`config.mk`:
```
export PLATFORM = sky130hd
export DESIGN_NAME = aes_key_ctrl
export DESIGN_NICKNAME = d
export VERILOG_FILES = /design/src/rtl/aes_pkg.sv /design/src/rtl/aes_rk_store.sv /design/src/rtl/aes_key_ctrl.sv
export SDC_FILE = /design/constraint.sdc
export NUM_CORES = 2
export LEC_CHECK = 0
export BUFFER_PORTS_ARGS = -buffer_cell sky130_fd_sc_hd__clkbuf_2
export CORE_AREA = 2 2 660 662
export CTS_BUF_LIST = sky130_fd_sc_hd__clkbuf_4
export DETAILED_ROUTE_END_ITERATION = 8
export DIE_AREA = 0 0 662 664
export PLACE_DENSITY_LB_ADDON = 0.1
export SYNTH_ARGS = -nofsm -noshare
export SYNTH_HDL_FRONTEND = slang
export SYNTH_SLANG_ARGS = --single-unit
export TNS_END_PERCENT = 100
```
`constraint.sdc`:
```
create_clock -name clk -period 2.5 [get_ports clk]
set_input_delay 0.375 -clock clk [delete_from_list [all_inputs] [get_ports clk]]
set_output_delay 0.375 -clock clk [all_outputs]
set_load 0.01 [all_outputs]
```
`src/rtl/aes_pkg.sv`:
```
// Shared constants and types for the AES round-key controller and its store.
package aes_pkg;

    localparam int unsigned KEY_LEN       = 128;
    localparam int unsigned NUMS_OF_ROUND = 10;
    localparam int unsigned RK_IDX_W      = 4;

    typedef enum logic [1:0] {
        IDLE   = 2'd0,
        EXPAND = 2'd1,
        READY  = 2'd2,
        ERROR  = 2'd3
    } state_t;

    typedef logic [KEY_LEN-1:0] round_key_t;

    function automatic logic idx_in_range(input logic [RK_IDX_W-1:0] idx);
        return idx <= RK_IDX_W'(NUMS_OF_ROUND);
    endfunction

endpackage

```
`src/rtl/aes_rk_store.sv`:
```
// Round-key register file: entry 0 holds the original key, 1..N the expanded keys.
module aes_rk_store
    import aes_pkg::*;
(
    input  logic                             clk,
    input  logic                             rst_n,
    input  logic                             i_clr,
    input  logic                             i_wr0_en,
    input  logic [KEY_LEN-1:0]               i_wr0_data,
    input  logic                             i_bulk_en,
    input  logic [NUMS_OF_ROUND*KEY_LEN-1:0] i_bulk_data,
    input  logic                             i_rd_en,
    input  logic [RK_IDX_W-1:0]              i_rd_idx,
    output logic [KEY_LEN-1:0]               o_rd_data
);

    round_key_t r_mem [0:NUMS_OF_ROUND];
    round_key_t r_rd_data;

    // Out-of-range reads return zero; the read register holds between reads.
    always_ff @(posedge clk or negedge rst_n) begin
        if (!rst_n) begin
            for (int i = 0; i <= int'(NUMS_OF_ROUND); i++) begin
                r_mem[i] <= '0;
            end
            r_rd_data <= '0;
        end else if (i_clr) begin
            for (int i = 0; i <= int'(NUMS_OF_ROUND); i++) begin
                r_mem[i] <= '0;
            end
            r_rd_data <= '0;
        end else begin
            if (i_wr0_en) begin
                r_mem[0] <= i_wr0_data;
            end
            if (i_bulk_en) begin
                for (int i = 1; i <= int'(NUMS_OF_ROUND); i++) begin
                    r_mem[i] <= i_bulk_data[(i-1)*int'(KEY_LEN) +: KEY_LEN];
                end
            end
            if (i_rd_en) begin
                r_rd_data <= idx_in_range(i_rd_idx) ? r_mem[i_rd_idx] : '0;
            end
        end
    end

    assign o_rd_data = r_rd_data;

endmodule

```
`src/rtl/aes_key_ctrl.sv`:
```
// Sequences KeyExpantion for a loaded key and serves round keys by index.
// Optional AES_KEY_CTRL_ZEROIZE_EN adds a zeroize input that wipes all key material.
module aes_key_ctrl
    import aes_pkg::*;
#(
    parameter int unsigned TIMEOUT_CYC = 64
) (
    input  logic                             clk,
    input  logic                             reset,
    input  logic [KEY_LEN-1:0]               key_in,
    input  logic                             key_valid,
    output logic                             key_ready,
    output logic [KEY_LEN-1:0]               kex_key,
    output logic                             kex_valid,
    input  logic [NUMS_OF_ROUND*KEY_LEN-1:0] kex_keys,
    input  logic [NUMS_OF_ROUND-1:0]         kex_valid_out,
    input  logic                             rk_req,
    input  logic [RK_IDX_W-1:0]              rk_idx,
    output logic [KEY_LEN-1:0]               rk_data,
    output logic                             rk_valid,
    output logic                             keys_ready,
    output logic                             err
`ifdef AES_KEY_CTRL_ZEROIZE_EN
    ,
    input  logic                             zeroize
`endif
);

    localparam int unsigned CNT_W = $clog2(TIMEOUT_CYC + 1);

    state_t             r_state;
    state_t             w_state_nxt;
    logic               r_key_ready;
    logic               r_kex_valid;
    logic [KEY_LEN-1:0] r_kex_key;
    logic [CNT_W-1:0]   r_cnt;
    logic               r_seen_low;
    logic               r_keys_ready;
    logic               r_err;
    logic               r_rk_valid;

    logic w_zero;
    logic w_load;
    logic w_done;
    logic w_tmo;
    logic w_fetch;
    logic w_all_ones;
    logic w_clr;

`ifdef AES_KEY_CTRL_ZEROIZE_EN
    assign w_zero = zeroize;
    assign w_clr  = w_zero || w_tmo;
`else
    assign w_zero = 1'b0;
    assign w_clr  = 1'b0;
`endif

    assign w_all_ones = &kex_valid_out;

    always_ff @(posedge clk or negedge reset) begin
        if (!reset) begin
            r_state <= IDLE;
        end else begin
            r_state <= w_state_nxt;
        end
    end

    // Completion needs a low valid_out first so a stale all-ones from the last run is ignored.
    always_comb begin
        w_state_nxt = r_state;
        w_load      = 1'b0;
        w_done      = 1'b0;
        w_tmo       = 1'b0;
        w_fetch     = 1'b0;
        if (!w_zero) begin
            w_load = key_valid && r_key_ready;
        end
        case (r_state)
            IDLE, ERROR: begin
                if (w_load) w_state_nxt = EXPAND;
            end
            EXPAND: begin
                if (w_all_ones && r_seen_low) begin
                    w_done      = 1'b1;
                    w_state_nxt = READY;
                end else if (r_cnt == CNT_W'(TIMEOUT_CYC - 1)) begin
                    w_tmo       = 1'b1;
                    w_state_nxt = ERROR;
                end
            end
            READY: begin
                if (w_load) begin
                    w_state_nxt = EXPAND;
                end else if (rk_req && !w_zero) begin
                    w_fetch = 1'b1;
                end
            end
            default: w_state_nxt = IDLE;
        endcase
        if (w_zero) w_state_nxt = IDLE;
    end

    always_ff @(posedge clk or negedge reset) begin
        if (!reset) begin
            r_key_ready  <= 1'b1;
            r_kex_valid  <= 1'b0;
            r_kex_key    <= '0;
            r_cnt        <= '0;
            r_seen_low   <= 1'b0;
            r_keys_ready <= 1'b0;
            r_err        <= 1'b0;
            r_rk_valid   <= 1'b0;
        end else begin
            r_key_ready <= (w_state_nxt != EXPAND);
            r_kex_valid <= (w_state_nxt == EXPAND);
            r_rk_valid  <= w_fetch;
            if (w_zero) begin
                r_kex_key <= '0;
            end else if (w_load) begin
                r_kex_key <= key_in;
            end
            if (w_load) begin
                r_cnt      <= '0;
                r_seen_low <= 1'b0;
            end else if (r_state == EXPAND) begin
                r_cnt <= r_cnt + CNT_W'(1);
                if (!w_all_ones) r_seen_low <= 1'b1;
            end
            if (w_zero || w_load) begin
                r_keys_ready <= 1'b0;
            end else if (w_done) begin
                r_keys_ready <= 1'b1;
            end
            if (w_load) begin
                r_err <= 1'b0;
            end else if (w_tmo || (w_fetch && !idx_in_range(rk_idx))) begin
                r_err <= 1'b1;
            end
        end
    end

    aes_rk_store u_store (
        .clk         (clk),
        .rst_n       (reset),
        .i_clr       (w_clr),
        .i_wr0_en    (w_load),
        .i_wr0_data  (key_in),
        .i_bulk_en   (w_done),
        .i_bulk_data (kex_keys),
        .i_rd_en     (w_fetch),
        .i_rd_idx    (rk_idx),
        .o_rd_data   (rk_data)
    );

    assign key_ready  = r_key_ready;
    assign kex_valid  = r_kex_valid;
    assign kex_key    = r_kex_key;
    assign keys_ready = r_keys_ready;
    assign err        = r_err;
    assign rk_valid   = r_rk_valid;

endmodule

```
==> results of run 1 <==
-- metrics by stage --
stage               setup TNS (ns)  worst slack (ns)  hold WS (ns)  area [um2]
global placement            -21.68            -0.254         0.339       86600
detailed placement          -33.67            -0.250         0.353       86600
floorplan                        0             0.666        0.0794       69800
-- synthesized netlist by cell type (2+ instances only) --
master,n
xor2_1,4
o21a_1,2
and4_1,2
buf_1,10
clkbuf_1,110
a2bb2oi_1,128
mux4_2,256
mux2_2,675
a21oi_1,132
nand2_1,392
nor2_1,136
nand4_1,2
mux2i_1,256
buf_6,95
mux2_1,605
o2bb2ai_1,128
dfrtp_1,1550
buf_2,126
buf_4,131
-- kinds of logic after synthesis --
family | synth area share
flip-flops | 0.556
AO/OA/AOI/OAI | 0.0423
multiplexers | 0.326
XOR/XNOR | 0.000627
adder cells (fa/ha/maj) | 0.000179
buffers and inverters | 0.0449
AND/OR/NAND/NOR | 0.0301
==> metrics.md, run 1 <==
| Metric | Value |
|---|---|
| Resized cells post-CTS | 359 |
| CTS Root Cell | clkbuf_4 |
| CTS H-Tree Depth | 6 |
| Port-buffer cells | 1,686 |
| Syn avg cell area | 14.7 um2 |
| Placer congestion estimate | 0.820 |
| Err | [ERROR RSZ-0060] Max buffer count reached. |
| CTS Buf Count | 522 |
| Post-cts hold buffer count | 2,614 |
| Top Ports | 1,687 |
| Post-synthesis async set-or-reset flop share | 1.00 |
| CTS max path bufs | 4 |
| Placed insts | 12,100 |
| Die W | 662 um |
| Top FF cell, synth | dfrtp_1 |
| Failing step | 4_1_cts |
| FF+latch count, synth | 1,551 |
| Post-CTS Setup Bufs | 157 |
| Syn_nets | 6,188 |
| Clock Sinks | 1,551 |
| Seq/Total Area, Yosys | 0.556 |
| Distinct cells, synth | 40 |
| Area contributors post-synth | dfrtp_1, mux2_2, mux2_1, mux4_2, mux2i_1 |
| Number of flops mapped to enable cells by yosys | 0 |
| Die height | 664 um |
| Status | stopped before the end |
| Post-Syn Area | 69,800 um2 |
| YS warnings | 0 |
| HPWL after detailed placement | 303,000 um |
| FP Rows | 242 |
| Top cell type's share of synthesized area | 0.556 |
| Area leader, netlist | dfrtp_1 |
| Initial Utilization | 0.161 |
| Post-Synthesis Cells | 4,761 |
==> run 2: changes to the inputs <==
CORE_AREA = 2 2 654 656   (was 2 2 660 662)
CTS_BUF_LIST = unset   (was sky130_fd_sc_hd__clkbuf_4)
DIE_AREA = 0 0 656 658   (was 0 0 662 664)
PLACE_DENSITY_LB_ADDON = 0.15   (was 0.1)
==> run 2 against run 1 <==
Effect of this change:
- synthesized cell count stayed put
- the flow now finishes, with violations (DRC)
- area after synthesis is the same
==> metrics.md, run 2 <==
| Metric | Value |
|---|---|
| Top FF cell, synth | dfrtp_1 |
| FP Rows | 240 |
| Worst hold path class | in -> reg |
| Antenna Nets Post-Route | 0 |
| Syn avg cell area | 14.7 um2 |
| Status | finished with violations |
| Clock Sinks | 1,551 |
| R2r setup slk | 0.19 ns |
| Slew Viols, Final | 0 |
| Largest Register | u_store.r_mem |
| Total track usage | 0.173 |
| Fillers | 44,900 |
| Slew @ Worst Pin | 0.879 ns |
| CP required | 3.25 ns |
| Area delta synth->final | 54.3% |
| Top-count cell post-synth | dfrtp_1 |
| Ratio of cells with drive above 1 in the final layout | 0.406 |
| Peak Freq | 432 MHz |
| First-pass DRT Iterations | 9 |
| Routed WL | 384,000 um |
| Post-synthesis async set-or-reset flop share | 1.00 |
| Worst-path clk slew | 0.06 ns |
| YS warnings | 0 |
| Reg2reg path depth | 6 |
| CP Max Fanout | 34 |
| Post-Synthesis Cells | 4,761 |
| Seq/Total Area, Yosys | 0.556 |
| Largest net degree at the start of global routing | 121 |
| Post-Syn Area | 69,800 um2 |
| Gr ovfl total | 0 |
| Area contributors post-synth | dfrtp_1, mux2_2, mux2_1, mux4_2, mux2i_1 |
| Failing checks | DRC |
| Critical Path Start | r_state[1] |
| CP endpoint | u_store.r_mem[849] |
| Die Area | 432,000 um2 |
| Hold Path Origin | rk_idx[3] |
| Sum Neg Setup Slack | 0 ns |
| Design Power | 73.7 mW |
| RSZ-0062 raised after global routing | false |
| Top Ports | 1,687 |
| Final Cell Area | 108,000 um2 |
| Crit path capture type | flop |
| FF+latch count, synth | 1,551 |
| Placer congestion estimate | 0.897 |
| Port-buffer cells | 1,686 |
| Drt wl/cell | 27.7 um |
| Commonest cells after routing, fill and taps aside | clkbuf_2, dfrtp_1, dlygate4sd3_1 |
| Post-CTS Setup Bufs | 0 |
| Max-cap check violation count | 0 |
| WP buf/inv | 3 |
| Post-DP Area | 86,500 um2 |
| Max reg flops | 1,408 |
| Initial DRC Count | 2,878 |
| CTS H-Tree Depth | 4 |
| Vias per std cell | 3.93 |
| CTS max path bufs | 4 |
| HPWL after detailed placement | 307,000 um |
| Number of global-route vias before repair | 59,300 |
| Non-filler instance count after layout | 13,900 |
| Die W | 656 um |
| LEAKAGE | 52.7 nW |
| Distinct cells, synth | 40 |
| Nets@finish | 9,373 |
| R2R Path Start | r_state[1] |
| Syn_nets | 6,188 |
| Worst path depth | 6 |
| Die height | 658 um |
| Antenna violations before repair | 227 |
| CP top delay family | simple AND/OR/NAND/NOR gates |
| Top cell type's share of synthesized area | 0.556 |
| CTS Buf Count | 203 |
| Placed insts | 12,000 |
| CTS tree | built |
| Startpoint type of the worst setup path | flop |
| Crit-path slowest cell | dfrtp_1 |
| DR vias | 54,600 |
| CTS Root Cell | clkbuf_16 |
| Crit path arrival time | 3.06 ns |
| Max Clock Skew | 0.0596 ns |
| Final worst-path cycle share | 0.926 |
| Slowest stage delay, CP | 0.41 ns |
| DRC violations left | 154 |
| Commonest cells in the netlist | dfrtp_1, mux2_2, mux2_1 |
| Initial Utilization | 0.164 |
| Area leader, netlist | dfrtp_1 |
| Pwr Density | 685 nW/um2 |
| Most common cell after layout, fill and taps aside | clkbuf_2 |
| Cell seen most often among critical-path stages | buf_12 |
| First-pass GRT wire length | 520,000 um |
| Min cycle time layout | 2.31 ns |
| VDD IR-drop max | 0.623 mV |
| Core area | 425,000 um2 |
| Clock Latency Late Sink | 0.91 ns |
| Crit path kind | reg -> reg |
| Final number of setup-violating endpoints | 0 |
| CP Cell Sequence | and2b_4 -> and4_4 -> buf_12 -> buf_12 -> buf_12 -> mux2_2 |
| Max_slew headroom | 0.414 |
| FF-to-FF End | u_store.r_mem[849] |
| Number of flops mapped to enable cells by yosys | 0 |
| Final hold slack | 0.132 ns |
| Final hold vios | 0 |
[run 2: cell counts after synthesis]
Identical to the previous run, type by type.
[run 2: layout make-up]
type / count / area, um2 / area share
Antenna cell: 88 / 220 / 0.00204
Tap cell: 5687 / 7120 / 0.0661
Multi-Input combinational cell: 2738 / 27900 / 0.259
Clock inverter: 59 / 727 / 0.00675
Sequential cell: 1551 / 38800 / 0.360
Timing Repair Buffer: 3452 / 26900 / 0.250
Clock buffer: 308 / 6040 / 0.0561
[run 2: worst register-to-register path: stages, from the launching register on]
cell and delay (ns):
dfrtp_1 0.41, and2b_4 0.32, and4_4 0.32, buf_12 0.23
buf_12 0.27, buf_12 0.23, mux2_2 0.38
[run 2: worst min-delay path by stage]
stage,endpoint,slack [ns],cells past startpoint
after floorplan,err,0.08,0
after global placement,u_store.r_mem[431],0.33,1
after detailed placement,u_store.r_mem[559],0.33,1
after CTS,u_store.o_rd_data[8],0.007,4
after global routing,u_store.o_rd_data[13],0.05,4
final,u_store.o_rd_data[6],0.13,4
[run 2: layer usage]
| layer | wire (um) | GRT usage |
|---|---|---|
| met1 | 169000 | 0.227 |
| met2 | 182000 | 0.287 |
| met3 | 21800 | 0.0384 |
| met4 | 11100 | 0.0458 |
| met5 | 332 | 0 |
[run 2: power breakdown]
group	leakage [nW]	total, mW	switching (mW)	internal, mW
Sequential	21.3	29.5	2.28	27.2
Combinational	28.0	13.8	7.86	5.92
Clock	3.33	30.5	12.5	18.0
Total	52.7	73.7	22.7	51.0
[run 2: stage by stage]
stage | util | setup slack (ns)
after floorplan | - | 0.666
after global placement | 0.204 | -0.277
after detailed placement | 0.204 | -0.283
after CTS | 0.253 | 0.0385
after global routing | 0.253 | 0.0525
final | 0.253 | 0.185
[run 2: logic make-up after synthesis]
logic type                 count (synthesis)  share of synthesized area
AOI/OAI and AO/OA                        395                     0.0423
adders and majority gates                  1                   0.000179
and+or+nand+nor                          545                     0.0301
buffers and inverters                    472                     0.0449
muxes                                   1792                      0.326
xor gates and xnor gates                   5                   0.000627
DFF                                     1551                      0.556
[run 2: timing repair]
action                                   CTS  global route
endpoints found under the hold margin   2238             0
endpoints found under the setup margin     2             0
gates resized for setup                    2             0
hold buffers                            1415             0
No activity file was read; power rests on OpenSTA's default activity.
